File: config.mk
export PLATFORM = sky130hd
export DESIGN_NAME = seq_multiplier_nbit
export DESIGN_NICKNAME = d
export VERILOG_FILES = /design/src/rtl/seq_multiplier_nbit.sv
export SDC_FILE = /design/constraint.sdc
export NUM_CORES = 2
export LEC_CHECK = 0
export CAP_MARGIN = 5
export CORE_MARGIN = 10
export CORE_UTILIZATION = 60
export DETAILED_ROUTE_END_ITERATION = 8
export GPL_ROUTABILITY_DRIVEN = 1
export PLACE_DENSITY = 0.9
export SETUP_SLACK_MARGIN = 0.05
export SKIP_LAST_GASP = 1
export SLEW_MARGIN = 40
export SYNTH_ARGS = -nofsm -noshare
export SYNTH_HDL_FRONTEND = slang
export SYNTH_SLANG_ARGS = --single-unit
File: constraint.sdc
create_clock -name clock -period 10.37 [get_ports clock]
set_input_delay 3.111 -clock clock [delete_from_list [all_inputs] [get_ports clock]]
set_output_delay 3.111 -clock clock [all_outputs]
set_load 0.005 [all_outputs]
File: src/rtl/seq_multiplier_nbit.sv
`default_nettype none
// ============================================================================
// Module  : seq_multiplier_nbit
// Brief   : Shift-add sequential N x N multiplier with signed/unsigned modes,
//           a fixed N+3 cycle latency and a 2N-bit registered product.
//           Optional macro SEQ_MUL_EARLY_EXIT_EN: leave STEP once the
//           multiplier register has emptied.
// Rev     : 1.0  initial release
// ============================================================================
module seq_multiplier_nbit #(
  parameter int N = 64
) (
  input  logic           clock,
  input  logic           reset,
  input  logic           start,
  input  logic           mode_signed,
  input  logic [N-1:0]   a,
  input  logic [N-1:0]   b,
  output logic           busy,
  output logic           done,
  output logic [2*N-1:0] product
);

  localparam int              C_CW   = $clog2(N) + 1;
  localparam logic [C_CW-1:0] C_LAST = C_CW'(N - 1);
  localparam logic [C_CW-1:0] C_ONE  = C_CW'(1);

  typedef enum logic [2:0] {
    IDLE = 3'd0,
    LOAD = 3'd1,
    STEP = 3'd2,
    FIX  = 3'd3,
    DONE = 3'd4
  } state_t;

  state_t r_state;
  state_t w_next;

  logic [N-1:0]   r_a;
  logic [N-1:0]   r_b;
  logic           r_mode;
  logic           r_sign;
  logic [2*N-1:0] r_acc;
  logic [2*N-1:0] r_mcand;
  logic [N-1:0]   r_mplier;
  logic [C_CW-1:0] r_count;
  logic [N-1:0]   w_mag_a;
  logic [N-1:0]   w_mag_b;
  logic           w_early_exit;

  // Negating the most negative value wraps to 2^(N-1), which is exact as unsigned.
  assign w_mag_a = (r_mode && r_a[N-1]) ? -r_a : r_a;
  assign w_mag_b = (r_mode && r_b[N-1]) ? -r_b : r_b;

`ifdef SEQ_MUL_EARLY_EXIT_EN
  assign w_early_exit = (r_mplier == '0);
`else
  assign w_early_exit = 1'b0;
`endif

  always_ff @(posedge clock) begin
    if (!reset) r_state <= IDLE;
    else        r_state <= w_next;
  end

  always_comb begin
    w_next = r_state;
    busy   = 1'b1;
    done   = 1'b0;
    case (r_state)
      IDLE: begin
        busy = 1'b0;
        if (start) w_next = LOAD;
      end
      LOAD: w_next = STEP;
      STEP: if (w_early_exit || (r_count == C_LAST)) w_next = FIX;
      FIX:  w_next = DONE;
      DONE: begin
        done   = 1'b1;
        w_next = IDLE;
      end
      default: w_next = IDLE;
    endcase
  end

  always_ff @(posedge clock) begin
    if (!reset) begin
      r_a      <= '0;
      r_b      <= '0;
      r_mode   <= 1'b0;
      r_sign   <= 1'b0;
      r_acc    <= '0;
      r_mcand  <= '0;
      r_mplier <= '0;
      r_count  <= '0;
      product  <= '0;
    end else begin
      case (r_state)
        IDLE: if (start) begin
          r_a    <= a;
          r_b    <= b;
          r_mode <= mode_signed;
        end
        LOAD: begin
          r_acc    <= '0;
          r_count  <= '0;
          r_mcand  <= {{N{1'b0}}, w_mag_a};
          r_mplier <= w_mag_b;
          r_sign   <= r_mode & (r_a[N-1] ^ r_b[N-1]);
        end
        STEP: if (!w_early_exit) begin
          if (r_mplier[0]) r_acc <= r_acc + r_mcand;
          r_mcand  <= r_mcand << 1;
          r_mplier <= r_mplier >> 1;
          r_count  <= r_count + C_ONE;
        end
        FIX: product <= r_sign ? -r_acc : r_acc;
        default: ;
      endcase
    end
  end

endmodule
`default_nettype wire
After elaboration in Yosys (flattened, before gate mapping)
Cells that the tools add are included.
{"block": "classes", "eq_ne": 8, "div": 0, "n_shift": 0, "n_lt_le_gt_ge": 0, "multipliers": 0, "bitwise": 2, "mux": 13, "addsub": 5, "n_reduce_logical": 7}
{"operator": "128-bit one-hot mux with 2 select lines", "count": 2}
{"operator": "128-bit two-way mux", "count": 2}
{"operator": "128-bit adder", "count": 1}
{"operator": "64-bit two-way mux", "count": 2}
{"operator": "128-bit negator", "count": 1}
{"operator": "64-bit negator", "count": 2}
{"operator": "64-bit one-hot mux with 2 select lines", "count": 1}
{"operator": "7-bit one-hot mux with 2 select lines", "count": 1}
{"operator": "3-bit one-hot mux with 4 select lines", "count": 1}
{"operator": "7-bit by 1-bit adder with 7-bit output, second input constant", "count": 1}
{"operator": "7-bit by 6-bit == test with 1-bit output, second input constant", "count": 1}
{"operator": "3-bit by 2-bit == test with 1-bit output, second input constant", "count": 2}
{"operator": "3-bit two-way mux", "count": 2}
{"operator": "2-bit inequality test, second input constant", "count": 3}
{"operator": "2-bit AND reduction", "count": 3}
{"operator": "3-bit by 1-bit == test with 1-bit output, second input constant", "count": 1}
{"operator": "3-bit == test, second input constant", "count": 1}
{"operator": "3-bit logical NOT", "count": 1}
{"operator": "1-bit logical AND", "count": 2}
{"operator": "1-bit two-way mux", "count": 2}
{"operator": "2-bit nonzero test", "count": 1}
{"operator": "1-bit AND", "count": 1}
{"operator": "1-bit bitwise XOR", "count": 1}
{"block": "word_totals", "word_cells": 45, "regBits": 588, "inputBits": 132, "out_inout_bits": 130, "mem_count": 0, "ram_bits": 0, "latch_bits": 0, "rom_bits": 0}

Longest topological paths before layout
{"block": "logic_depth", "word_depth": 3, "mapped_depth": 14, "ltp_nobuf": 14}

Worst setup path before layout
Ideal clock, no wire load.
{"block": "synth_timing", "path_kind": "input-to-reg", "start": "in start", "end": "reg r_a[53]", "setup_slack_ps": 6134, "t_required_ps": 10294, "setup_time_ps": 76, "n_path_buf": 2, "stages": 6, "arrival_ps": 4161, "path_cell_list": "nand2b_1 -> nor3_1 -> clkbuf_1 -> clkbuf_1 -> nand2_1 -> a21boi_0"}
{"block": "synth_between", "elab_chain_cells": 1}
{"item": "start: declaration", "line_no": "15", "source": "input logic start,"}
{"item": "2-bit AND reduction (no line)"}
{"item": "end signal: assignment", "line_no": "88", "source": "r_a <= '0;"}
{"item": "end signal: assignment", "line_no": "100", "source": "r_a <= a;"}
{"item": "end: declaration", "line_no": "39", "source": "logic [N-1:0] r_a;"}
No other way between the ends.
A chain may end at the register's enable or synchronous reset.

Worst setup path after layout
{"block": "layout_timing", "start": "reg r_state[2]", "end": "out done"}
{"block": "layout_between", "elab_chain_cells": 2}
{"item": "start: declaration", "line_no": "36", "source": "state_t r_state;"}
{"item": "start signal: assignment", "line_no": "63", "source": "else r_state <= w_next;"}
{"item": "3-bit == test", "line_no": "70", "source": "case (r_state)"}
{"item": "1-bit two-way mux", "line_no": "70"}
{"item": "end: declaration", "line_no": "20", "source": "output logic done,"}
No other way between the ends.

==> impl_metrics.csv <==
group,metric,value,unit
cts,cts_tree,"built",
critical_path,crit_slowest_cell,"dfxtp_1",
power_and_ir_drop,powerDensity,127,mW/mm2
cells_and_area,final_common_cell,"nand2_1",
outcome,outcome,"finished clean",
synth,synth_cells,4578,
timing,max_slew_margin,43.2,%
critical_path,startpoint,"r_state[2]",
synth,synth_compound_area_share,26.9,%
global_routing,grt_max_degree,249,
cells_and_area,synthToLayoutAreaGrowth,13.6,%
synth,synth_xor_area_share,9.05,%
cells_and_area,antenna_cells,0,
global_routing,grt_pass1_vias,32100,
critical_path,crit_arrival,2090,ps
placement,dp.cells,5319,
timing,worstMarginPinSlew,845,ps
routing,met3_length,10.6,mm
timing,clock_skew,15.2,ps
critical_path,r2r_start,"r_acc[16]",
timing,setup_violations,0,
power_and_ir_drop,power,5170,uW
global_routing,grt-ovfl-total,0,
placement,routabilityCongestion,1.03,
routing,totalWireLength,113,mm
synth,synth_edf_count,0,
timing,max_freq,0.192,GHz
cts,clock_sinks,588,
synth,synth_top_area_cell,"dfxtp_1",
timing,drv_slew,0,
cts,cts_hold_buf,0,
synth,yosysWarnings,0,
cells_and_area,final_cell_mix,"705 x nand2_1, 587 x dfxtp_1, 422 x o21ai_0, 262 x a21oi_1, 260 x clkdlybuf4s50_1",
cts,worstSkewPairLatency,650,ps
die,ios,262,
routing,vias,34600,
job,maxCapViolCount,0,
synth,synth_fa_ha_area_share,4.62,%
die,die_area,0.0700,mm2
cts,post_cts_resize_count,0,
die,core_area,0.0591,mm2
cts,clk_pin_slew,60,ps
synth,synth.area.mux_share,0.115,%
synth,synth_area_leaders,"dfxtp_1 33%, nand2_1 7.4%, o21ai_0 5.9%, xor2_1 5.5%, ha_1 4.6%",
synth,synthArstFlopShare,0,%
cts,cts_buffers,60,
timing,finalSetupTns,0,ps
synth,synth_top_family_by_area,"compound AO/OA/AOI/OAI gates",
routing,drt_iter0_drc,3536,
die,die_h,265,um
cells_and_area,stdcell_count,5437,
placement,portBuffers,261,
routing,via_per_inst,6.37,
critical_path,worst_setup_path_start_kind,"flip-flop",
cts,cts-root-buf,"clkbuf_16",
hold_path,hold_class,"reg2reg",
cells_and_area,design_area,0.0408,mm2
cts,cts_setup_buffers,0,
critical_path,required,7260,ps
placement,detailed_place.area,0.0386,mm2
synth,ys_seq_elements,588,
synth,ys_seq_area_share,32.8,%
timing,timing.hold.ws,457,ps
routing,drc,0,
power_and_ir_drop,vdd_drop_max,0.140,mV
die,rows,89,
cts,cts.path.max_buffers,3,
synth,synthFlopType,"dfxtp_1",
global_routing,track_usage,30.7,%
routing,antenna_left,0,
critical_path,ff2ff_setup_slack,5260,ps
critical_path,crit_type,"reg2out",
timing,fin_crit,5200,ps
hold_path,hold_start,"product[114]",
synth,synth-simple-area-share,22.4,%
critical_path,max_stage_delay,630,ps
routing,wl_per_cell,20.7,um
synth,ys_types,93,
timing,rsz0062_at_grt,"false",
timing,timing_hold_violations_final,0,
critical_path,crit_path_end_kind,"primary output",
global_routing,grt_pass1_wl,177,mm
synth,syn_avg_cell_area,7.84,um2
placement,dp_hpwl,83.8,mm
cells_and_area,n_fill_cell,4551,
synth,syn_area,0.0359,mm2
routing,highest_layer,"met5",
routing,drtPass1Iterations,6,
routing,met2_wirelength,49.5,mm
critical_path,cp_cell_sequence,"nor3b_1 > clkdlybuf4s50_1",
routing,drt-met1-wl,48.5,mm
cts,htreeDepth,2,
synth,synth_fp_nets,4842,
critical_path,critical_path.max_fanout,10,
power_and_ir_drop,leakage,0.0165,uW
synth,synth.top_cell.area_share,32.8,%
cells_and_area,drive_gt1_share,4.29,%
die,die_w,265,um
global_routing,antenna_found_initial,1,
die,initial_core_util,60.7,%
timing,finalCritPeriodShare,50.1,%
cells_and_area,nets,4877,
## sequential cells by signal (all words and copies together) (netlist names)
signal    flops
product     128
r_a          64
r_acc       128
r_b          64
r_count       7
r_mcand     128
r_mode        1
r_mplier     64
r_sign        1
r_state       3
## through the flow
step / utilization [%] / worst slack, ps
global placement: 65.0 / 4700
CTS: 68.7 / 5180
floorplan: - / 6130
global route: 68.9 / 5030
finish: 68.9 / 5170
detailed placement: 65.2 / 4720
## metal layers
metal	vias to the layer above	GRT usage [%]
li1	16500	-
met1	16400	42.2
met2	1548	47.7
met3	244	5.59
met4	2	10.9
met5	-	0
## cell type report
type                       count  area, um2  share of cell area [%]
clock inverter                31        333                   0.817
tap                          773        967                    2.37
sequential                   588      11800                    28.9
timing repair buffer         293       3030                    7.44
clock buffer                  82       1740                    4.28
inverter                      54        203                   0.497
multi-input combinational   3616      22700                    55.7
## logic make-up after synthesis
| group | after synthesis |
|---|---|
| AO/OA/AOI/OAI | 1469 |
| buffers and inverters | 374 |
| XOR/XNOR | 371 |
| multiplexers | 4 |
| adder cells (fa/ha/maj) | 132 |
| AND/OR/NAND/NOR | 1640 |
| flip-flops | 588 |
## power by group
group          switching [uW]  leakage [uW]  internal [uW]
logic                     312        0.0107            213
registers                78.2       0.00476           2330
clock network             959       0.00104           1290
## path summary, 6_finish.rpt
| path | end | cells after the start |
|---|---|---|
| worst min register to register | product[114] | 2 |
| worst min-delay path | product[114] | 2 |
| worst max-delay path | done | 2 |
| worst max register to register | product[112] | 11 |
## worst max-delay path: cells and delay by family (launching register included)
kind,cells,cell delay (ps)
DFF,1,630
buffers and inverters,1,560
and+or+nand+nor,1,250
## cell usage after synthesis (all sizes together), types with 65 or more instances
master  count
dfxtp     588
nor3       73
and2      192
clkbuf    295
o31ai      65
xor2      226
ha        131
nand3     110
nand4      87
o21ai     427
a21o       66
xnor2     145
nor2      193
o211a     103
a21boi    158
nor2b      83
nand2     707
a21oi     262
a22oi     190
Note: power is estimated with default switching activity, not from simulation.
